<file path="src/rtl/mm_pkg.sv">
// mm_pkg: shared types and constants for the matrix-multiply tile sequencer.
// Holds the state encoding, work_mode codes and the work_mode -> pe_mode map.
package mm_pkg;

    localparam int MM_PE_ROW = 4;
    localparam int MM_PE_COL = 4;
    localparam int MM_N      = MM_PE_ROW * MM_PE_COL;
    localparam int MM_IW     = $clog2(MM_N);

    typedef enum logic [2:0] {
        ST_IDLE,
        ST_LOAD_A,
        ST_LOAD_B,
        ST_COMPUTE,
        ST_STORE,
        ST_FINISH
    } state_t;

    localparam logic [1:0] WM_ILLEGAL = 2'b00;
    localparam logic [1:0] WM_A_ONLY  = 2'b01;
    localparam logic [1:0] WM_AB      = 2'b10;
    localparam logic [1:0] WM_AB_ACC  = 2'b11;

    function automatic logic [1:0] pe_mode_map(input logic [1:0] wm);
        logic [1:0] pm;
        case (wm)
            WM_A_ONLY: pm = 2'b00;
            WM_AB:     pm = 2'b01;
            WM_AB_ACC: pm = 2'b11;
            default:   pm = 2'b00;
        endcase
        return pm;
    endfunction

endpackage

</file>
<file path="src/rtl/mm_addr_cnt.sv">
// mm_addr_cnt: paired issue/return counters with base+index address output.
// Shared by the LOAD and STORE phases; a clear takes priority over increments.
module mm_addr_cnt
    import mm_pkg::*;
#(
    parameter int AWIDTH = 16,
    parameter int N      = 16,
    localparam int CW    = $clog2(N + 1)
) (
    input  logic              clk,
    input  logic              rst_n,
    input  logic              i_clr,
    input  logic              i_inc_iss,
    input  logic              i_inc_ret,
    input  logic [AWIDTH-1:0] i_base,
    output logic [CW-1:0]     o_iss,
    output logic [CW-1:0]     o_ret,
    output logic [AWIDTH-1:0] o_addr
);

    logic [CW-1:0] r_iss;
    logic [CW-1:0] r_ret;

    always_ff @(posedge clk) begin
        if (!rst_n || i_clr) begin
            r_iss <= '0;
            r_ret <= '0;
        end else begin
            if (i_inc_iss) r_iss <= r_iss + CW'(1);
            if (i_inc_ret) r_ret <= r_ret + CW'(1);
        end
    end

    // Address wraps modulo 2^AWIDTH by plain truncation.
    assign o_addr = i_base + AWIDTH'(r_iss);
    assign o_iss  = r_iss;
    assign o_ret  = r_ret;

endmodule

</file>
<file path="src/rtl/mm_tile_sched.sv">
// mm_tile_sched: tile sequencer for the matrix-multiply coprocessor.
// Loads operand tiles, launches the PE array and writes the result tile back.
module mm_tile_sched
    import mm_pkg::*;
#(
    parameter int DWIDTH  = 32,
    parameter int AWIDTH  = 16,
    parameter int PE_ROW  = MM_PE_ROW,
    parameter int PE_COL  = MM_PE_COL,
    localparam int N      = PE_ROW * PE_COL,
    localparam int IW     = $clog2(N),
    localparam int CW     = $clog2(N + 1)
) (
    input  logic              clk,
    input  logic              rst_n,
    input  logic              start,
    input  logic [1:0]        work_mode,
    input  logic [AWIDTH-1:0] base_a,
    input  logic [AWIDTH-1:0] base_b,
    input  logic [AWIDTH-1:0] base_c,
    output logic              busy,
    output logic              done,
    output logic              err,
    output logic              mem_req,
    output logic              mem_we,
    output logic [AWIDTH-1:0] mem_addr,
    output logic [DWIDTH-1:0] mem_wdata,
    input  logic              mem_gnt,
    input  logic              mem_rvalid,
    input  logic [DWIDTH-1:0] mem_rdata,
    output logic              buf_we,
    output logic              buf_sel,
    output logic [IW-1:0]     buf_idx,
    output logic [DWIDTH-1:0] buf_wdata,
    output logic              pe_start,
    output logic [1:0]        pe_mode,
    input  logic              pe_done,
    output logic [IW-1:0]     res_idx,
    input  logic [DWIDTH-1:0] res_rdata
);

    state_t            r_state;
    logic              r_busy;
    logic              r_done;
    logic              r_err;
    logic              r_pe_start;
    logic              r_b_needed;
    logic [1:0]        r_pe_mode;
    logic [AWIDTH-1:0] r_base_a;
    logic [AWIDTH-1:0] r_base_b;
    logic [AWIDTH-1:0] r_base_c;

    logic              w_load;
    logic              w_store;
    logic              w_req;
    logic              w_buf_we;
    logic              w_clr;
    logic              w_ret_last;
    logic              w_iss_last;
    logic [AWIDTH-1:0] w_base;
    logic [AWIDTH-1:0] w_addr;
    logic [CW-1:0]     w_iss;
    logic [CW-1:0]     w_ret;

    assign w_load     = (r_state == ST_LOAD_A) || (r_state == ST_LOAD_B);
    assign w_store    = (r_state == ST_STORE);
    assign w_req      = (w_load || w_store) && (w_iss < CW'(N));
    assign w_buf_we   = w_load && mem_rvalid && (w_ret < CW'(N));
    assign w_ret_last = w_buf_we && (w_ret == CW'(N - 1));
    assign w_iss_last = w_store && mem_gnt && (w_iss == CW'(N - 1));
    // Counters restart at every phase boundary that begins a new sweep.
    assign w_clr      = (r_state == ST_IDLE) || (r_state == ST_COMPUTE)
                      || w_ret_last;

    always_comb begin
        w_base = r_base_a;
        if (r_state == ST_LOAD_B) w_base = r_base_b;
        else if (r_state == ST_STORE) w_base = r_base_c;
    end

    mm_addr_cnt #(
        .AWIDTH (AWIDTH),
        .N      (N)
    ) u_cnt (
        .clk       (clk),
        .rst_n     (rst_n),
        .i_clr     (w_clr),
        .i_inc_iss (w_req && mem_gnt),
        .i_inc_ret (w_buf_we),
        .i_base    (w_base),
        .o_iss     (w_iss),
        .o_ret     (w_ret),
        .o_addr    (w_addr)
    );

    always_ff @(posedge clk) begin
        if (!rst_n) begin
            r_state    <= ST_IDLE;
            r_busy     <= 1'b0;
            r_done     <= 1'b0;
            r_err      <= 1'b0;
            r_pe_start <= 1'b0;
            r_b_needed <= 1'b0;
            r_pe_mode  <= 2'b00;
            r_base_a   <= '0;
            r_base_b   <= '0;
            r_base_c   <= '0;
        end else begin
            r_done     <= 1'b0;
            r_err      <= 1'b0;
            r_pe_start <= 1'b0;
            unique case (r_state)
                ST_IDLE: begin
                    if (start && work_mode == WM_ILLEGAL) begin
                        r_err <= 1'b1;
                    end else if (start) begin
                        r_state    <= ST_LOAD_A;
                        r_busy     <= 1'b1;
                        r_b_needed <= (work_mode != WM_A_ONLY);
                        r_pe_mode  <= pe_mode_map(work_mode);
                        r_base_a   <= base_a;
                        r_base_b   <= base_b;
                        r_base_c   <= base_c;
                    end
                end
                ST_LOAD_A: begin
                    if (w_ret_last) begin
                        if (r_b_needed) begin
                            r_state <= ST_LOAD_B;
                        end else begin
                            r_state    <= ST_COMPUTE;
                            r_pe_start <= 1'b1;
                        end
                    end
                end
                ST_LOAD_B: begin
                    if (w_ret_last) begin
                        r_state    <= ST_COMPUTE;
                        r_pe_start <= 1'b1;
                    end
                end
                ST_COMPUTE: begin
                    if (pe_done) r_state <= ST_STORE;
                end
                ST_STORE: begin
                    if (w_iss_last) begin
                        r_state <= ST_FINISH;
                        r_done  <= 1'b1;
                    end
                end
                ST_FINISH: begin
                    r_state <= ST_IDLE;
                    r_busy  <= 1'b0;
                end
                default: r_state <= ST_IDLE;
            endcase
        end
    end

    assign busy      = r_busy;
    assign done      = r_done;
    assign err       = r_err;
    assign pe_start  = r_pe_start;
    assign pe_mode   = r_pe_mode;
    assign mem_req   = w_req;
    assign mem_we    = w_store;
    assign mem_addr  = w_req ? w_addr : '0;
    assign mem_wdata = w_store ? res_rdata : '0;
    assign res_idx   = w_store ? w_iss[IW-1:0] : '0;
    assign buf_we    = w_buf_we;
    assign buf_sel   = (r_state == ST_LOAD_B);
    assign buf_idx   = w_buf_we ? w_ret[IW-1:0] : '0;
    assign buf_wdata = w_buf_we ? mem_rdata : '0;

endmodule

</file>
<file path="config.mk">
export PLATFORM = sky130hd
export DESIGN_NAME = mm_tile_sched
export DESIGN_NICKNAME = d
export VERILOG_FILES = /design/src/rtl/mm_pkg.sv /design/src/rtl/mm_addr_cnt.sv /design/src/rtl/mm_tile_sched.sv
export SDC_FILE = /design/constraint.sdc
export NUM_CORES = 1
export LEC_CHECK = 0
export CAP_MARGIN = 20
export CELL_PAD_IN_SITES_DETAIL_PLACEMENT = 1
export CELL_PAD_IN_SITES_GLOBAL_PLACEMENT = 1
export CORE_UTILIZATION = 45
export CTS_BUF_LIST = sky130_fd_sc_hd__clkbuf_8
export DETAILED_ROUTE_END_ITERATION = 7
export DONT_BUFFER_PORTS = 1
export PLACE_DENSITY = 0.91
export SETUP_SLACK_MARGIN = 0.3
export SYNTH_ARGS = -nofsm -noshare
export SYNTH_HDL_FRONTEND = slang
export SYNTH_SLANG_ARGS = --single-unit
</file>
<file path="constraint.sdc">
create_clock -name clk -period 5.3 [get_ports clk]
set_clock_uncertainty 0.15 [all_clocks]
set_input_delay 1.59 -clock clk [delete_from_list [all_inputs] [get_ports clk]]
set_output_delay 1.59 -clock clk [all_outputs]
set_load 0.01 [all_outputs]
</file>
==> results of run 1 <==
stage by stage:
stage | util [%] | area, um^2 | std cells
after floorplan | - | 4150 | 534
after global placement | 48.3 | 4250 | 621
after detailed placement | 48.5 | 4270 | 622
after CTS | 52.4 | 4620 | 642
after global routing | 54.3 | 4780 | 658
final | 54.3 | 4780 | 658
cell type report:
class / count / area [um^2]
inverters: 11 / 53.8
flip-flops and latches: 68 / 1370
clock buffers: 10 / 138
fillers: 1061 / 4020
multi-input cells: 420 / 2680
clock inverters: 6 / 111
well taps: 108 / 135
repair buffers: 35 / 288
power breakdown:
part           leakage, uW  internal, uW  switching (uW)
Clock             0.000128           326             222
Combinational      0.00116           261             482
Sequential        0.000557           585            77.3
Total              0.00185          1170             782
cells in the mapped netlist, types with 8 or more instances:
| cell type | count | area share (%) |
|---|---|---|
| sky130_fd_sc_hd__nand2_1 | 115 | 10 |
| sky130_fd_sc_hd__and2_1 | 75 | 11 |
| sky130_fd_sc_hd__dfxtp_1 | 68 | 33 |
| sky130_fd_sc_hd__a21boi_0 | 41 | 7.5 |
| sky130_fd_sc_hd__clkbuf_1 | 24 | 2.2 |
| sky130_fd_sc_hd__nor2_1 | 23 | 2.1 |
| sky130_fd_sc_hd__a21oi_1 | 14 | 1.7 |
| sky130_fd_sc_hd__a21boi_1 | 12 | 2.2 |
| sky130_fd_sc_hd__a22o_1 | 12 | 2.5 |
| sky130_fd_sc_hd__o21ai_0 | 11 | 1.3 |
| sky130_fd_sc_hd__ha_1 | 10 | 3.0 |
| sky130_fd_sc_hd__nor3_1 | 9 | 1.1 |
| sky130_fd_sc_hd__inv_1 | 8 | 0.73 |
| sky130_fd_sc_hd__xor2_1 | 8 | 1.7 |
what timing repair did:
| item | in CTS | in global routing |
|---|---|---|
| buffers inserted | 4 | 16 |
| endpoints found under the setup margin | 11 | 10 |
| pin swaps | 3 | 12 |
| gates resized for setup | 23 | 13 |
critical path, delay by kind of cell, from the launching register on:
family,cells,cell delay [ns]
AND/OR/NAND/NOR,3,0.58
adder cells (fa/ha/maj),1,0.39
AO/OA/AOI/OAI,5,0.96
flip-flops,1,0.40
multiplexers,1,0.23
buffers and inverters,3,0.35
cell usage in the layout, fill, tap and decap left out, types with 2 or more instances in the layout:
cell and count:
sky130_fd_sc_hd__dfxtp_4 3, sky130_fd_sc_hd__a21boi_0 40, sky130_fd_sc_hd__a22o_1 12, sky130_fd_sc_hd__o211ai_1 2, sky130_fd_sc_hd__o21ai_0 7, sky130_fd_sc_hd__nor2b_1 3, sky130_fd_sc_hd__bufinv_16 3, sky130_fd_sc_hd__nor3_1 8
sky130_fd_sc_hd__ha_1 10, sky130_fd_sc_hd__nand3_2 2, sky130_fd_sc_hd__o21ai_1 5, sky130_fd_sc_hd__nor2_1 22, sky130_fd_sc_hd__xor2_1 8, sky130_fd_sc_hd__buf_4 31, sky130_fd_sc_hd__nor2_4 2, sky130_fd_sc_hd__buf_6 2
sky130_fd_sc_hd__nand3_1 6, sky130_fd_sc_hd__a21boi_1 12, sky130_fd_sc_hd__a21oi_2 8, sky130_fd_sc_hd__a21oi_1 10, sky130_fd_sc_hd__nor3b_1 3, sky130_fd_sc_hd__a22oi_1 6, sky130_fd_sc_hd__and2_1 75, sky130_fd_sc_hd__clkbuf_8 10
sky130_fd_sc_hd__mux2i_1 7, sky130_fd_sc_hd__nand3b_1 2, sky130_fd_sc_hd__nand4_1 4, sky130_fd_sc_hd__xnor2_1 4, sky130_fd_sc_hd__inv_6 2, sky130_fd_sc_hd__o21ai_2 4, sky130_fd_sc_hd__a21o_1 5, sky130_fd_sc_hd__dfxtp_1 65
sky130_fd_sc_hd__nor3_2 2, sky130_fd_sc_hd__a31o_1 2, sky130_fd_sc_hd__and3_1 6, sky130_fd_sc_hd__inv_1 8, sky130_fd_sc_hd__inv_2 2, sky130_fd_sc_hd__nand2_1 113
sequential cells by signal, summed over array words and instances (netlist names):
| name | flops |
|---|---|
| busy | 1 |
| done | 1 |
| err | 1 |
| pe_mode | 2 |
| pe_start | 1 |
| r_b_needed | 1 |
| r_base_a | 16 |
| r_base_b | 16 |
| r_base_c | 16 |
| r_state | 3 |
| u_cnt.o_iss | 5 |
| u_cnt.o_ret | 5 |
layer usage:
metal / GRT usage [%] / vias up / part of all wire, %
li1: - / 1817 / -
met5: 0 / - / 0
met4: 8.74 / 0 / 2.2
met3: 5.08 / 30 / 6.9
met2: 48.0 / 176 / 50
met1: 32.6 / 1946 / 41
cells by family (layout without fill, tap and decap cells):
group	Yosys count	in the layout	share of synthesized area [%]
simple gates	265	265	32.3
buf+inv	46	62	4.88
mux	7	7	1.70
compound gates	125	125	22.1
xor+xnor	12	12	2.54
fa+ha+maj	11	11	3.51
flops	68	68	32.9
path summary, 6_finish.rpt:
path / slack [ns] / start / cells past startpoint / end
max: 0.28 / r_state[1] / 13 / mem_addr[15]
min: 0.32 / r_base_a[3] / 2 / r_base_a[3]
max reg2reg: 2.20 / r_state[1] / 7 / u_cnt.o_ret[3]
min reg2reg: 0.32 / r_base_a[3] / 2 / r_base_a[3]
==> metrics.md, run 1 <==
| Metric | Value |
|---|---|
| Outcome | `finished, violations left` |
| Failing checks | `design-rule violations` |
| Tcrit/Tclk final | `94.7%` |
| Sequential cell area fraction in the yosys report | `32.9%` |
| Starting density of the core | `46.9%` |
| Synthesized area | `0.00413 mm^2` |
| Maximum count of clock buffers along a single path | `2` |
| Cell count after synthesis | `534` |
| CP peak stage delay | `0.40 ns` |
| Remaining max-slew budget at the tightest pin | `31.4%` |
| Area enclosed by the die boundary | `0.00957 mm^2` |
| Flip-flop and latch count after synthesis | `68` |
| Number of maximum-capacitance constraint violations | `0` |
| Hold Path Class | `register to register` |
| Number of hold violations in the final report | `0` |
| Number of nets at the end of the flow | `676` |
| Unique masters post-synth | `60` |
| Final antenna diode count | `0` |
| Die X-Extent | `97.8 um` |
| Final-report max-slew violation count | `0` |
| Most numerous cell on the critical path | `sky130_fd_sc_hd__a21oi_2` |
| Startpoint kind of the worst setup timing path | `register` |
| Global routing usage summed across all routing layers | `26.9%` |
| Endpoint type of the worst setup path | `primary output` |
| Total grt overflow | `0` |
| Share of layout cells above drive strength 1 | `16.7%` |
| Measured slew at the worst slew-check pin | `1.03 ns` |
| CTS sink count | `68` |
| WHS | `0.319 ns` |
| Final worst setup slack | `0.279 ns` |
| CTS H-tree depth | `3` |
| Proportion of synthesized flip-flops having asynchronous set or reset | `0%` |
| Setup total negative slack | `0 ns` |
| Via count of the first global-routing pass | `3912` |
| Cell-by-cell trace of the critical path | `inv_6, nand3_4, inv_8, mux2i_1, o21ai_0, ha_1, and3_1, a221oi_2, a21oi_2, and4_1, a31o_1, a21oi_2, buf_4` |
| Count of boundary I/O pins | `218` |
| Die height | `97.8 um` |
| Final WL | `14600 um` |
| Post-Synthesis Net Count | `665` |
| Pre-CTS setup slack | `0.146 ns` |
| Fmax | `199 MHz` |
| Area grow syn2layout | `15.7%` |
| Initial antenna violation count | `0` |
| Clock-pin slew of the registers on the worst-case setup and hold paths | `0.09 ns` |
| Clock tree from TritonCTS | `done` |
| Number of enable flip-flop cells after synthesis | `0` |
| First-pass GRT wire length | `20400 um` |
| Crit path arrival time | `3.28 ns` |
| Port Buffer Count | `0` |
| Total number of placement rows | `34` |
| Latest clock arrival within the worst-skew pair | `0.38 ns` |
| Total via count in the routed design | `3969` |
| Drt pass-1 iters | `7` |
| Maximum VDD drop | `0.000235 V` |
| Post-CTS Hold Fix Bufs | `0` |
| Ratio of routed vias to standard cells | `6.03` |
| Period minus WS final | `5.02 ns` |
| HPWL after detailed placement | `9370 um` |
| Pin count of the biggest net entering global routing | `60` |
| Area of the core | `0.00881 mm^2` |
| CP Data Required Time | `3.56 ns` |
| Maximum fanout encountered on the critical timing path | `7` |
| Class of the most critical setup path | `register to primary output` |
| Mean post-synth cell area | `7.74 um^2` |
| Crit path max-delay cell type | `sky130_fd_sc_hd__dfxtp_4` |
| Number of nets still failing antenna checks after routing | `0` |
| Number of DRC markers after the initial detailed-route iteration | `248` |
| Count of final setup violators | `0` |
| Ratio of total power to cell area | `409 mW/mm^2` |
| Drt drc | `36` |
| RSZ-0062 raised after global routing | `no` |
| Clock root buffer | `sky130_fd_sc_hd__clkbuf_8` |
| Standby leakage power | `0.00185 uW` |
| Detailed-route wire length per cell | `22.2 um` |
| Post-synth top flop | `sky130_fd_sc_hd__dfxtp_1` |
| Routability congestion estimate from global placement | `0.865` |
| Number of buffers created by CTS | `9` |
| Final Total Pwr | `1950 uW` |
| Yosys synthesis warning count | `0` |
Note: power is estimated with default switching activity, not from simulation.
==> run 2: changes to the inputs <==
HOLD_SLACK_MARGIN = 0.05   (was unset)
==> results of run 2 <==
No change in the layout: final DEF, timing and power equal those of run 1.
==> run 3: changes to the inputs <==
CORE_UTILIZATION = 28   (was 45)
DONT_BUFFER_PORTS = unset   (was 1)
PLACE_DENSITY = 0.92   (was 0.91)
==> run 3 against run 2 <==
Effect of this change: the run now ends clean; global-route usage is 6.8 points lower; clock-buffer cell count is 1 lower; sequential power is 2% lower; largest cell class unchanged; largest power group unchanged.
==> metrics.md, run 3 (synthesized netlist as in run 1, its figures left out) <==
| Metric | Value |
|---|---|
| Outcome | `finished clean` |
| Pre-CTS setup slack | `-0.0528 ns (-0.199 ns)` |
| Latest clock arrival within the worst-skew pair | `0.35 ns (-0.03 ns)` |
| First-pass GRT wire length | `23400 um (+15%)` |
| Maximum VDD drop | `0.000147 V (-38%)` |
| Die X-Extent | `123 um (+26%)` |
| DR WL met2 | `8200 um (+12%)` |
| Class of the most critical setup path | `input port to primary output` |
| Hold Path Class | `register to register` |
| Remaining max-slew budget at the tightest pin | `33.0% (+1.5 points)` |
| Crit path arrival time | `3.21 ns (-0.07 ns)` |
| Total grt overflow | `0 (unchanged)` |
| RSZ-0062 raised after global routing | `yes` |
| Count of final setup violators | `0 (unchanged)` |
| Period minus WS final | `4.95 ns (-0.0703 ns)` |
| Final cell count without fillers | `949 (+44%)` |
| Final WL | `16600 um (+14%)` |
| Clock tree from TritonCTS | `done` |
| Final worst setup slack | `0.350 ns (+0.0703 ns)` |
| Total number of placement rows | `44 (+29%)` |
| Number of DRC markers after the initial detailed-route iteration | `178 (-28%)` |
| Initial antenna violation count | `1 (+1)` |
| CP Data Required Time | `3.56 ns (about the same)` |
| Number of maximum-capacitance constraint violations | `0 (unchanged)` |
| Global routing usage summed across all routing layers | `20.1% (-6.8 points)` |
| Maximum count of clock buffers along a single path | `2 (unchanged)` |
| Number of instances in the placed design | `916 (+47%)` |
| Most used cells in the layout excluding fill and tap cells | `sky130_fd_sc_hd__clkdlybuf4s50_1 (206), sky130_fd_sc_hd__nand2_1 (115), sky130_fd_sc_hd__and2_1 (75)` |
| Ratio of total power to cell area | `318 mW/mm^2 (-22%)` |
| Clock root buffer | `sky130_fd_sc_hd__clkbuf_8` |
| Clock-pin slew of the registers on the worst-case setup and hold paths | `0.08 ns (about the same)` |
| Drt pass-1 iters | `4 (-3)` |
| Startpoint kind of the worst setup timing path | `input port` |
| Via count of the first global-routing pass | `4592 (+17%)` |
| Measured slew at the worst slew-check pin | `1.00 ns (-0.0250 ns)` |
| Endpoint type of the worst setup path | `primary output` |
| Starting density of the core | `28.5% (-18 points)` |
| Sum of met3 wire segment lengths after detailed routing | `934 um (-7.4%)` |
| Number of nets still failing antenna checks after routing | `0 (unchanged)` |
| Count of boundary I/O pins | `218 (unchanged)` |
| Top layer in use | `met5` |
| Leading cell type in the layout, fill and taps excluded | `sky130_fd_sc_hd__clkdlybuf4s50_1` |
| HPWL after detailed placement | `12100 um (+29%)` |
| Setup total negative slack | `0 ns (unchanged)` |
| Area of the core | `0.0145 mm^2 (+64%)` |
| Standby leakage power | `0.00267 uW (+45%)` |
| Share of layout cells above drive strength 1 | `13.1% (-3.7 points)` |
| Port Buffer Count | `217 (+217)` |
| Maximum fanout encountered on the critical timing path | `21 (+14)` |
| Final-report max-slew violation count | `0 (unchanged)` |
| Total via count in the routed design | `4655 (+17%)` |
| Area grow syn2layout | `70.1%` |
| Ratio of routed vias to standard cells | `4.91 (-19%)` |
| Routed length on met1 | `7130 um (+21%)` |
| Placed Area | `0.00655 mm^2 (+53%)` |
| Area enclosed by the die boundary | `0.0152 mm^2 (+59%)` |
| Number of nets at the end of the flow | `891 (+32%)` |
| Final-layout fill cell count | `1703 (+61%)` |
| Fmax | `202 MHz (+1.4%)` |
| Routability congestion estimate from global placement | `0.821 (-5.1%)` |
| Final instance area | `0.00703 mm^2 (+47%)` |
| Die height | `123 um (+26%)` |
| Largest registers in the final layout | `r_base_a: 16 flops, r_base_b: 16 flops, r_base_c: 16 flops` |
| Final antenna diode count | `0 (unchanged)` |
| CTS sink count | `68 (unchanged)` |
| Pin count of the biggest net entering global routing | `60 (unchanged)` |
| Tcrit/Tclk final | `93.4% (-1.3 points)` |
| Drt drc | `0 (-100%)` |
| Detailed-route wire length per cell | `17.5 um (-21%)` |
| Number of buffers created by CTS | `9 (unchanged)` |
| Number of hold violations in the final report | `0 (unchanged)` |
| CTS H-tree depth | `3 (unchanged)` |
| Fin util | `48.5% (-5.8 points)` |
-- run 3: changes by cell type in the layout (fill, tap and decap cells not counted), moves of 2 or more --
| cell | change |
|---|---|
| sky130_fd_sc_hd__clkdlybuf4s50_1 | +206 |
| sky130_fd_sc_hd__buf_2 | +4 |
| sky130_fd_sc_hd__clkbuf_2 | +3 |
| sky130_fd_sc_hd__o21ai_1 | +3 |
| sky130_fd_sc_hd__buf_6 | -2 |
| sky130_fd_sc_hd__dlygate4sd2_1 | +2 |
| sky130_fd_sc_hd__mux2i_1 | -2 |
| sky130_fd_sc_hd__mux2i_2 | +2 |
| sky130_fd_sc_hd__nand2_1 | +2 |
| sky130_fd_sc_hd__nor3b_2 | +2 |
| sky130_fd_sc_hd__o21ai_2 | -2 |
-- run 3: worst paths after layout --
check	startpoint	to	slack, ns	depth (start not counted)
setup / recovery	mem_rvalid	buf_idx[2]	0.35	5
hold / removal	r_base_c[5]	r_base_c[5]	0.31	2
setup reg to reg	r_state[0]	r_base_c[6]	2.37	7
hold reg to reg	r_base_c[5]	r_base_c[5]	0.31	2
-- run 3: area by class of cell --
type,instances,area [um^2],area share [%]
Timing Repair Buffer,250,2420,34.4
Inverter,11,51.3,0.730
Sequential cell,68,1370,19.5
Multi-Input combinational cell,420,2690,38.3
Clock inverter,7,146,2.08
Clock buffer,9,124,1.76
Tap cell,184,230,3.28
-- run 3: power breakdown --
part           switching (uW)  leakage (uW)  total, uW  internal, uW
registers                62.2      0.000557        647           585
clock network             219      0.000134        582           363
logic                     531       0.00198       1010           475
total                     812       0.00267       2230          1420
-- run 3: through the flow --
step / hold slack [ns] / power [uW]
global route: 0.348 / 2360
CTS: 0.311 / 2180
floorplan: 0.281 / 1140
finish: 0.310 / 2230
global placement: 0.297 / 1560
detailed placement: 0.300 / 1580
-- run 3: critical path, cell delays in order --
cell and delay, ns:
sky130_fd_sc_hd__clkdlybuf4s50_1 0.51, sky130_fd_sc_hd__and3_4 0.24, sky130_fd_sc_hd__buf_12 0.15, sky130_fd_sc_hd__and2_1 0.16, sky130_fd_sc_hd__clkdlybuf4s50_1 0.57
-- run 3: repair_timing --
item | in CTS | in global routing
cloned | 0 | 1
gates resized for setup | 31 | 32
setup endpoints to repair | 12 | 48
hold buffers | 0 | 0
hold endpoints to repair | 0 | 0
pin swaps | 7 | 9
buffers inserted | 8 | 8
-- run 3: routing by layer --
layer,vias to the layer above,track usage [%]
li1,2252,-
met1,2209,25.4
met2,163,33.7
met3,29,3.87
met4,2,7.61
met5,-,0
